==> src/rtl/tdc_hit_capture_ctrl.sv <==
// Capture sequencer for the CARRY4 start delay line: arms the line, grabs the
// synchronised thermometer on a hit, ones-counts it and issues a timestamp.
module tdc_hit_capture_ctrl #(
  parameter int unsigned NCARRY4     = 46,
  parameter int unsigned COARSE_W    = 16,
  parameter int unsigned FINE_W      = 8,
  parameter int unsigned DEAD_CYCLES = 4
) (
  input  logic                  clk,
  input  logic                  rst,
  input  logic                  enable,
  input  logic [4*NCARRY4-1:0]  taps,
  output logic                  arm,
  output logic                  ts_valid,
  input  logic                  ts_ready,
  output logic [COARSE_W-1:0]   ts_coarse,
  output logic [FINE_W-1:0]     ts_fine,
  output logic                  ts_sat,
  output logic                  busy
);

  localparam int unsigned NTAP   = 4 * NCARRY4;
  localparam int unsigned DEAD_W = 8;

  typedef enum logic [2:0] {
    IDLE,
    ARMED,
    ENCODE,
    OUTPUT,
    DEAD
  } state_t;

  state_t              state;
  logic [NTAP-1:0]     s1, s2, cap;
  logic [COARSE_W-1:0] coarse, c1, c2, cap_coarse;
  logic [DEAD_W-1:0]   dead_cnt;
  logic [FINE_W-1:0]   pop;

  // Two-stage tap synchroniser; c2 tracks the coarse value seen when s1 sampled.
  always_ff @(posedge clk) begin
    if (rst) begin
      s1 <= '0;
      s2 <= '0;
      c1 <= '0;
      c2 <= '0;
    end else begin
      s1 <= taps;
      s2 <= s1;
      c1 <= coarse;
      c2 <= c1;
    end
  end

  always_ff @(posedge clk) begin
    if (rst) begin
      coarse <= '0;
    end else if (enable) begin
      coarse <= coarse + COARSE_W'(1);
    end
  end

  // Ones count of the captured thermometer; bubbles simply don't contribute.
  always_comb begin
    pop = '0;
    for (int i = 0; i < int'(NTAP); i++) begin
      pop = pop + FINE_W'(cap[i]);
    end
  end

  always_ff @(posedge clk) begin
    if (rst) begin
      state      <= IDLE;
      arm        <= 1'b0;
      ts_valid   <= 1'b0;
      ts_coarse  <= '0;
      ts_fine    <= '0;
      ts_sat     <= 1'b0;
      busy       <= 1'b0;
      cap        <= '0;
      cap_coarse <= '0;
      dead_cnt   <= '0;
    end else if (!enable) begin
      state    <= IDLE;
      arm      <= 1'b0;
      ts_valid <= 1'b0;
      busy     <= 1'b0;
    end else begin
      case (state)
        IDLE: begin
          state    <= DEAD;
          busy     <= 1'b1;
          dead_cnt <= DEAD_W'(DEAD_CYCLES);
        end
        ARMED: begin
          if (s2[0]) begin
            cap        <= s2;
            cap_coarse <= c2;
            arm        <= 1'b0;
            state      <= ENCODE;
          end
        end
        ENCODE: begin
          ts_fine   <= pop;
          ts_sat    <= &cap;
          ts_coarse <= cap_coarse;
          ts_valid  <= 1'b1;
          state     <= OUTPUT;
        end
        OUTPUT: begin
          if (ts_ready) begin
            ts_valid <= 1'b0;
            dead_cnt <= DEAD_W'(DEAD_CYCLES);
            state    <= DEAD;
          end
        end
        DEAD: begin
          if (dead_cnt != '0) begin
            dead_cnt <= dead_cnt - DEAD_W'(1);
          end
          // Re-arm only once the hold-off has expired and the chain has drained.
          if ((dead_cnt <= DEAD_W'(1)) && (s2 == '0)) begin
            arm   <= 1'b1;
            state <= ARMED;
          end
        end
        default: begin
          state <= IDLE;
          arm   <= 1'b0;
          busy  <= 1'b0;
        end
      endcase
    end
  end

endmodule
==> config.mk <==
export PLATFORM = sky130hd
export DESIGN_NAME = tdc_hit_capture_ctrl
export DESIGN_NICKNAME = d
export VERILOG_FILES = /design/src/rtl/tdc_hit_capture_ctrl.sv
export SDC_FILE = /design/constraint.sdc
export NUM_CORES = 1
export LEC_CHECK = 0
export BUFFER_PORTS_ARGS = -buffer_cell sky130_fd_sc_hd__buf_4
export CORE_MARGIN = 2
export CORE_UTILIZATION = 59
export DETAILED_ROUTE_END_ITERATION = 6
export PLACE_DENSITY = 0.79
export SLEW_MARGIN = 20
export SYNTH_ARGS = -nofsm -noshare
export SYNTH_HDL_FRONTEND = slang
export SYNTH_SLANG_ARGS = --single-unit
==> constraint.sdc <==
create_clock -name clk -period 8.4 [get_ports clk]
set_clock_uncertainty 0.05 [all_clocks]
set_input_delay 0.84 -clock clk [delete_from_list [all_inputs] [get_ports clk]]
set_output_delay 0.84 -clock clk [all_outputs]
set_load 0.02 [all_outputs]
==> results of run 1 <==
path summary, 6_finish.rpt:
check / to / slack (ns) / from
worst min-delay path: s2[38] / 0.38 / s1[38]
worst min register to register: s2[38] / 0.38 / s1[38]
worst max register to register: ts_fine[4] / 0.95 / cap[149]
worst max-delay path: ts_fine[4] / 0.95 / cap[149]
cell type report:
type | count | share of cell area (%)
inverters | 295 | 3.74
clock buffers | 88 | 5.95
well taps | 585 | 2.47
flip-flops and latches | 655 | 44.3
clock inverters | 26 | 0.993
repair buffers | 226 | 5.76
multi-input cells | 1558 | 36.8
layout by cell type, fill, tap and decap left out, types with 12 or more instances in the layout:
cell and n:
buf_4 225, dfxtp_1 655, clkbuf_1 16, nor2_1 37, nand2_1 453, a21oi_1 228
nor4_1 58, clkbuf_16 63, xor2_1 13, ha_1 34, nand3_1 18, fa_1 170
nand4_1 63, inv_1 294, nor2b_1 402, nor3_1 12
routing by layer:
metal / routed length [microns] / up-vias
met3: 3280 / 103
met4: 1750 / 2
li1: - / 8539
met1: 26100 / 8343
met2: 26500 / 440
met5: 14 / -
cells in the mapped netlist (18+ instances only):
cell type  instances
ha_1              34
fa_1             170
buf_2             28
nand2_1          453
buf_4             19
nand3_1           18
clkbuf_1          75
nor2b_1          402
dfxtp_1          655
nor2_1            37
inv_1            294
nand4_1           63
a21oi_1          228
nor4_1            58
power breakdown:
group          switching (mW)  internal [mW]
Combinational           0.113          0.128
Clock                    1.16           1.61
Sequential             0.0442           3.20
Total                    1.32           4.94
flip-flops by register name (all words and copies together), names as in the netlist, 3 cells and up:
signal and cells:
coarse 16, c1 16, s2 184, ts_fine 8, cap 184, c2 16
state 3, ts_coarse 16, cap_coarse 16, dead_cnt 8, s1 184
cells by family after synthesis:
kind of cell               synth area share, %
muxes                                   0.0828
adders and majority gates                 14.9
buffers and inverters                     6.54
and+or+nand+nor                           21.6
DFF                                       51.0
xor gates and xnor gates                 0.682
AOI/OAI and AO/OA                         5.17
through the flow:
step,setup slack (ns),area [sq um]
final,0.946,29600
after global routing,0.579,29600
after CTS,0.939,29600
after detailed placement,0.984,27600
after global placement,1.04,27600
after floorplan,1.39,25700
worst max-delay path, cell delays in order, from the launching register on:
cell and delay [ns]:
dfxtp_1 0.36, inv_1 0.07, fa_1 0.52, inv_1 0.05, fa_1 0.51, inv_1 0.05, fa_1 0.48, fa_1 0.51
inv_1 0.06, fa_1 0.48, inv_1 0.06, fa_1 0.50, inv_1 0.07, fa_1 0.48, inv_1 0.05, fa_1 0.47
fa_1 0.52, fa_1 0.41, inv_1 0.07, ha_1 0.15, inv_1 0.06, fa_1 0.43, nor2b_1 0.16, o21ai_0 0.12
a21boi_0 0.36, o31ai_1 0.12, and2_1 0.16
==> reports/qor.yml, run 1 <==
yosys.area.top_type_share_pct: 51.0
row_count: 76
grt_busiest_layer: "met2"
use_met1_pct: 35.8
ant_nets: 0
nFillCells: 3294
fin_crit_sh_pct: 88.7
ys_types: 52
vias_per_cell: 5.08
dr.pass1.iters: 5
port_buffers: 215
cts_made_buffers: 61
use_met3_pct: 4.54
grt_pass1_vias: 17100
cts_tree: "yes"
maxSlewViolCount: 0
htree_levels: 2
grt_pass1_wl_microns: 89700
path_clk_slew_ns: 0.06
cts_root_buffer: "clkbuf_16"
rsz0062_at_grt: "no"
grt.total_usage_pct: 25.9
dp_hpwl_microns: 42600
nets: 3189
vias: 17400
async_reset_ff_share_pct: 0
synth.area.top_cells: "dfxtp_1 51%, fa_1 13%, nor2b_1 9.8%, nand2_1 6.6%, a21oi_1 4.4%"
ys_seq_area_share_pct: 51.0
status: "complete, no violations"
cts-hold-fix-buffers: 0
antenna_found_initial: 1
synth_fp_nets: 3024
leakagePower_nw: 11.8
dieArea_sq_um: 45200
cts.repair.resized: 0
clockBufferDepth: 3
max_freq_mhz: 134
startpoint_type: "flip-flop"
r2r_cells: 26
ir_drop_v: 0.000174
initial_core_util_pct: 59.8
arrival_ns: 7.91
num_antenna_cells: 0
clock_latency_ns: 0.62
final_hold_viol_count: 0
avgSynthCellArea_sq_um: 9.76
finalPower_mw: 6.25
cp_max_fo: 3
synthCells: 2632
whs_path_depth: 1
gr-usage-met2_pct: 41.4
drt_iter0_drc: 1247
die_w_microns: 213
core_area_sq_um: 43000
dp_cells: 3319
synth_top_flop_cell: "dfxtp_1"
grt_max_degree: 115
fin_cells: 3433
tightestPinTransition_ns: 1.07
final_layout_size_suffix_gt1_share_pct: 11.8
io_pins: 216
synth_area_sq_um: 25700
yosys.area.top_type: "dfxtp_1"
required_ns: 8.86
regArea_sq_um: 13100
setup_viol: 0
avgRoutedWirePerCell_microns: 16.8
finalCriticalPeriod_ns: 7.45
ys_ff_latch: 655
synth-edff-count: 0
drt_wl_total_microns: 57600
worst_hold_slack_ns: 0.378
p_per_area_nw_per_um2: 211
min_path_type: "flip-flop to flip-flop"
tns_ns: 0
multi_input_area_sq_um: 10900
area_growth_syn_to_layout_pct: 15.3
slew_headroom_pct: 29.0
fp.dieH_microns: 213
final_util_pct: 68.9
max_cap_viol_count: 0
postCtsSetupBuffers: 0
crit_path_end_kind: "flip-flop"
gp_congestion: 0.927
drc: 0
yosys_warnings: 0
grt-ovfl-total: 0
cts_sinks: 655
crit_type: "flip-flop to flip-flop"
No activity file was read; power rests on OpenSTA's default activity.
==> inputs of run 2 (changes only) <==
Settings changed: ABC_AREA set to 1, CORE_UTILIZATION 59 to 60, PLACE_DENSITY 0.79 to 0.8.
==> reports/qor.yml, run 2 <==
clock_latency_ns: 0.58  # -0.04 ns
synth.area.top_cells: "dfxtp_1 50%, fa_1 13%, nor2_1 11%, inv_1 10%, o21ai_0 4.2%"
finalCriticalPeriod_ns: 7.36  # -0.0899 ns
ys_types: 35  # -33%
antenna_found_initial: 0  # -1
startpoint_type: "flip-flop"
ant_nets: 0  # unchanged
arrival_ns: 7.79  # -0.12 ns
critical_path.slowest_cell: "fa_1"
avgRoutedWirePerCell_microns: 14.0  # -17%
pwr-share-seq_pct: 48.9  # -2.9 points
row_count: 76  # unchanged
slew_headroom_pct: 31.3  # +2.4 points
yosys.area.top_type_share_pct: 50.4  # -0.69 points
drt_wl_total_microns: 53800  # -6.7%
core_area_sq_um: 43000  # unchanged
grt_pass1_wl_microns: 87700  # -2.2%
num_antenna_cells: 0  # unchanged
max_stage_delay_ns: 0.54  # +0.02 ns
p_per_area_nw_per_um2: 219  # +3.8%
cts.repair.resized: 0  # unchanged
htree_levels: 3  # +1
synth_common_cells: "734 x nor2_1, 723 x inv_1, 655 x dfxtp_1"
dieArea_sq_um: 45100  # -0.31%
tns_ns: 0  # unchanged
io_pins: 216  # unchanged
grt_pass1_vias: 18700  # +9.2%
drc: 0  # unchanged
port_buffers: 215  # unchanged
yosys_warnings: 0  # unchanged
fin_cells: 3856  # +12%
critPathTopFamily: "adder cells"
met1_length_microns: 21800  # -17%
cts_tree: "yes"
postCtsSetupBuffers: 0  # unchanged
rsz0062_at_grt: "no"
nFillCells: 3316  # +0.67%
avgSynthCellArea_sq_um: 8.53  # -13%
p_int_mw: 5.23  # +5.8%
route.met2.wl_microns: 26300  # -0.98%
largestRegisters: "cap (184), s1 (184), s2 (184)"
switchingPower_mw: 1.41  # +6.8%
tightestPinTransition_ns: 1.03  # -0.0354 ns
switching_share_pct: 21.2  # +0.16 points
ys_seq_area_share_pct: 50.4  # -0.69 points
max_cap_viol_count: 0  # unchanged
grt-ovfl-total: 0  # unchanged
drt_iter0_drc: 1051  # -16%
dr.pass1.iters: 6  # +1
dp_hpwl_microns: 39100  # -8.3%
final_hold_viol_count: 0  # unchanged
worst_hold_slack_ns: 0.346  # -0.0320 ns
p_clk_share_pct: 46.2  # +1.9 points
grt.total_usage_pct: 24.5  # -1.4 points
required_ns: 8.83  # -0.03 ns
path_clk_slew_ns: 0.06  # about the same
maxUsedRoutingLayer: "met4"
cts-hold-fix-buffers: 0  # unchanged
dp_cells: 3742  # +13%
crit_type: "flip-flop to flip-flop"
async_reset_ff_share_pct: 0  # unchanged
cts_root_buffer: "clkbuf_16"
synth_area_sq_um: 26000  # +1.4%
crit_buf_inv: 10  # +1
nets: 3617  # +13%
die_w_microns: 212  # -0.16%
max_freq_mhz: 136  # +1.2%
area_growth_syn_to_layout_pct: 16.2
yosysMostFrequentCell: "nor2_1"
initial_core_util_pct: 60.6  # +0.82 points
final_layout_size_suffix_gt1_share_pct: 10.5  # -1.3 points
layout_common_cells: "734 x nor2_1, 722 x inv_1, 655 x dfxtp_1"
final_util_pct: 70.4  # +1.5 points
yosys.area.top_type: "dfxtp_1"
min_path_type: "flip-flop to flip-flop"
cts_made_buffers: 66  # +8.2%
combPwrFrac_pct: 5.0  # +1.2 points
cts_sinks: 655  # unchanged
setup_viol: 0  # unchanged
layout_commonest_cell: "nor2_1"
vias: 18600  # +7.0%
met3WireLength_microns: 2960  # -9.9%
vias_per_cell: 4.83  # -4.8%
status: "complete, no violations"
fp.dieH_microns: 212  # -0.16%
synth_fp_nets: 3445  # +14%
gp_congestion: 0.913  # -1.5%
synthCells: 3053  # +16%
clockBufferDepth: 3  # unchanged
cp_max_fo: 2  # -1
crit_path_end_kind: "flip-flop"
leakagePower_nw: 14.0  # +18%
synth_top_flop_cell: "dfxtp_1"
synth-edff-count: 0  # unchanged
maxSlewViolCount: 0  # unchanged
grt_max_degree: 218  # +90%
worst_path_most_repeated_cell: "fa_1"
ir_drop_v: 0.000213  # +22%
ys_ff_latch: 655  # unchanged
fin_crit_sh_pct: 87.7  # -1.1 points
run 2: changes by cell type in the layout (fill, tap and decap cells not counted), moves of 46 or more:
cell,before,now
nor2_1,37,734
inv_1,294,722
nor2b_1,402,0
nand2_1,453,127
o21ai_0,7,216
a21oi_1,228,145
nor4_1,58,12
run 2: final cells by class:
type / count / area (sq um) / share of cell area (%)
flip-flops and latches: 655 / 13100 / 43.3
clock buffers: 89 / 1880 / 6.22
repair buffers: 222 / 1690 / 5.57
inverters: 727 / 2730 / 9.03
multi-input cells: 1553 / 9710 / 32.1
well taps: 585 / 732 / 2.42
clock inverters: 25 / 402 / 1.33
run 2: stage by stage:
step | power [mW] | instance area (sq um) | setup slack [ns]
after floorplan | 3.50 | 26000 | 1.42
after global placement | 3.62 | 28000 | 1.11
after detailed placement | 3.64 | 28000 | 1.08
after CTS | 6.68 | 30300 | 1.04
after global routing | 6.86 | 30300 | 0.707
final | 6.63 | 30300 | 1.04
run 2: final timing paths:
| path | from | endpoint | slack [ns] | cells after the start |
|---|---|---|---|---|
| max | cap[149] | ts_fine[6] | 1.04 | 29 |
| min | c1[14] | c2[14] | 0.35 | 2 |
| min reg2reg | c1[14] | c2[14] | 0.35 | 2 |
| max reg2reg | cap[149] | ts_fine[6] | 1.04 | 29 |
run 2: tightest hold or removal path, delay by kind of cell (launching register included):
kind                   cells  cell delay (ns)
and+or+nand+nor            1             0.03
buffers and inverters      1             0.04
DFF                        1             0.29
run 2: power by group through the flow:
stage	Sequential [mW]	Clock (mW)	Combinational, mW
floorplan	3.29	0	0.204
global placement	3.31	0	0.319
detailed placement	3.31	0	0.328
CTS	3.24	3.10	0.332
global route	3.25	3.23	0.379
finish	3.24	3.06	0.329
run 2: kinds of logic after synthesis:
| kind of cell | count (synthesis) | share of synthesized area (%) |
|---|---|---|
| and+or+nand+nor | 963 | 14.9 |
| xor gates and xnor gates | 6 | 0.202 |
| buffers and inverters | 845 | 12.4 |
| AOI/OAI and AO/OA | 380 | 7.48 |
| adders and majority gates | 204 | 14.7 |
| DFF | 655 | 50.4 |
run 2: per-layer routing:
metal / track usage (%) / up-vias
li1: - / 9354
met1: 28.2 / 8703
met2: 42.4 / 441
met3: 6.00 / 143
met4: 12.8 / 0
met5: 0 / -
==> inputs of run 3 (changes only) <==
Settings changed: CELL_PAD_IN_SITES_DETAIL_PLACEMENT set to 0, CELL_PAD_IN_SITES_GLOBAL_PLACEMENT set to 1, CORE_UTILIZATION 60 to 45, PLACE_DENSITY 0.8 to not set, PLACE_DENSITY_LB_ADDON set to 0.1.
==> reports/qor.yml, run 3 (synthesis results as in run 2) <==
ant_nets: 0  # unchanged
reg2reg_slack_ns: 1.07  # +0.03 ns
max_cap_viol_count: 0  # unchanged
leakagePower_nw: 14.1  # +0.24%
setup_viol: 0  # unchanged
area_growth_syn_to_layout_pct: 17.3
cts_tree: "yes"
finalCriticalPeriod_ns: 7.33  # -0.0308 ns
max_stage_delay_ns: 0.54  # about the same
htree_levels: 3  # unchanged
grt_pass1_vias: 18400  # -1.7%
initial_core_util_pct: 45.3  # -15 points
required_ns: 8.85  # +0.02 ns
grt_pass1_wl_microns: 90900  # +3.6%
vias: 18200  # -2.5%
num_antenna_cells: 0  # unchanged
crit_type: "flip-flop to flip-flop"
vias_per_cell: 4.49  # -7.1%
postCtsSetupBuffers: 0  # unchanged
status: "complete, no violations"
startpoint_type: "flip-flop"
max_freq_mhz: 136  # +0.42%
die_w_microns: 245  # +15%
maxSlewViolCount: 0  # unchanged
crit_buf_inv: 10  # unchanged
arrival_ns: 7.78  # about the same
fp.dieH_microns: 245  # +15%
dp_hpwl_microns: 41200  # +5.4%
clock_latency_ns: 0.60  # +0.02 ns
final_hold_viol_count: 0  # unchanged
port_buffers: 215  # unchanged
tightestPinTransition_ns: 1.06  # +0.0307 ns
final_layout_size_suffix_gt1_share_pct: 10.6  # +0.10 points
cts_made_buffers: 70  # +6.1%
layout_commonest_cell: "nor2_1"
crit_path_end_kind: "flip-flop"
avgRoutedWirePerCell_microns: 13.5  # -3.0%
layout_common_cells: "734 x nor2_1, 722 x inv_1, 655 x dfxtp_1"
row_count: 88  # +16%
worst_hold_slack_ns: 0.345  # -0.00121 ns
rsz0062_at_grt: "no"
grt.total_usage_pct: 19.0  # -5.5 points
grt-ovfl-total: 0  # unchanged
drc: 0  # unchanged
dp_cells: 3922  # +4.8%
io_pins: 216  # unchanged
critical_path.slowest_cell: "fa_1"
core_area_sq_um: 57500  # +34%
nFillCells: 5573  # +68%
fin_crit_sh_pct: 87.3  # -0.37 points
cp_max_fo: 2  # unchanged
cts.repair.resized: 0  # unchanged
drt_iter0_drc: 802  # -24%
slew_headroom_pct: 29.3  # -2.0 points
dieArea_sq_um: 59800  # +33%
min_path_type: "flip-flop to flip-flop"
largestRegisters: "cap (184), s1 (184), s2 (184)"
cts_root_buffer: "clkbuf_16"
dr.pass1.iters: 5  # -1
path_clk_slew_ns: 0.06  # about the same
grt_max_degree: 191  # -12%
ir_drop_v: 0.000130  # -39%
fin_cells: 4043  # +4.8%
tns_ns: 0  # unchanged
nets: 3621  # +0.11%
gp_congestion: 0.866  # -5.2%
critPathTopFamily: "adder cells"
worst_path_most_repeated_cell: "fa_1"
drt_wl_total_microns: 54700  # +1.7%
antenna_found_initial: 0  # unchanged
cts_sinks: 655  # unchanged
clockBufferDepth: 3  # unchanged
cts-hold-fix-buffers: 0  # unchanged
p_per_area_nw_per_um2: 218  # -0.38%
-- run 3: cell count changes in the layout (fill, tap and decap cells not counted), sizes merged --
cell,before,now
bufinv,10,6
clkbuf,89,103
clkinv,12,9
-- run 3: final timing paths --
kind                 start         end  cells past startpoint
setup reg to reg  cap[149]  ts_fine[6]                     29
setup / recovery  cap[149]  ts_fine[6]                     29
hold / removal      c1[10]      c2[10]                      2
hold reg to reg     c1[10]      c2[10]                      2
-- run 3: final cells by class --
class / count / area [sq um] / area share (%)
Multi-Input combinational cell: 1553 / 9710 / 31.8
Tap cell: 765 / 957 / 3.13
Clock inverter: 18 / 255 / 0.836
Clock buffer: 103 / 2090 / 6.84
Inverter: 727 / 2730 / 8.95
Sequential cell: 655 / 13100 / 42.9
Timing Repair Buffer: 222 / 1690 / 5.53
-- run 3: stage by stage --
| step | util (%) | instance area [sq um] | setup slack (ns) | total power, mW |
|---|---|---|---|---|
| after floorplan | - | 26000 | 1.42 | 3.50 |
| after global placement | 49.1 | 28200 | 1.08 | 3.64 |
| after detailed placement | 49.1 | 28200 | 1.08 | 3.64 |
| after CTS | 53.1 | 30500 | 1.06 | 6.76 |
| after global routing | 53.1 | 30500 | 0.616 | 6.94 |
| final | 53.1 | 30500 | 1.07 | 6.67 |
-- run 3: tightest hold or removal path, delay by kind of cell, from the launching register on --
kind          cells  cell delay (ns)
flops             1             0.29
buf+inv           1             0.04
simple gates      1             0.03
-- run 3: per-layer routing --
layer  global-route usage (%)  wire (microns)
met2                     32.6           26400
met5                        0               0
met3                     4.03            2440
met1                     24.1           24600
met4                     5.65            1330
-- run 3: power breakdown --
group	switching, mW	leakage (nW)	total [mW]	internal [mW]
sequential	0.0389	5.36	3.24	3.20
combinational	0.183	7.54	0.326	0.143
clock	1.20	1.16	3.10	1.90
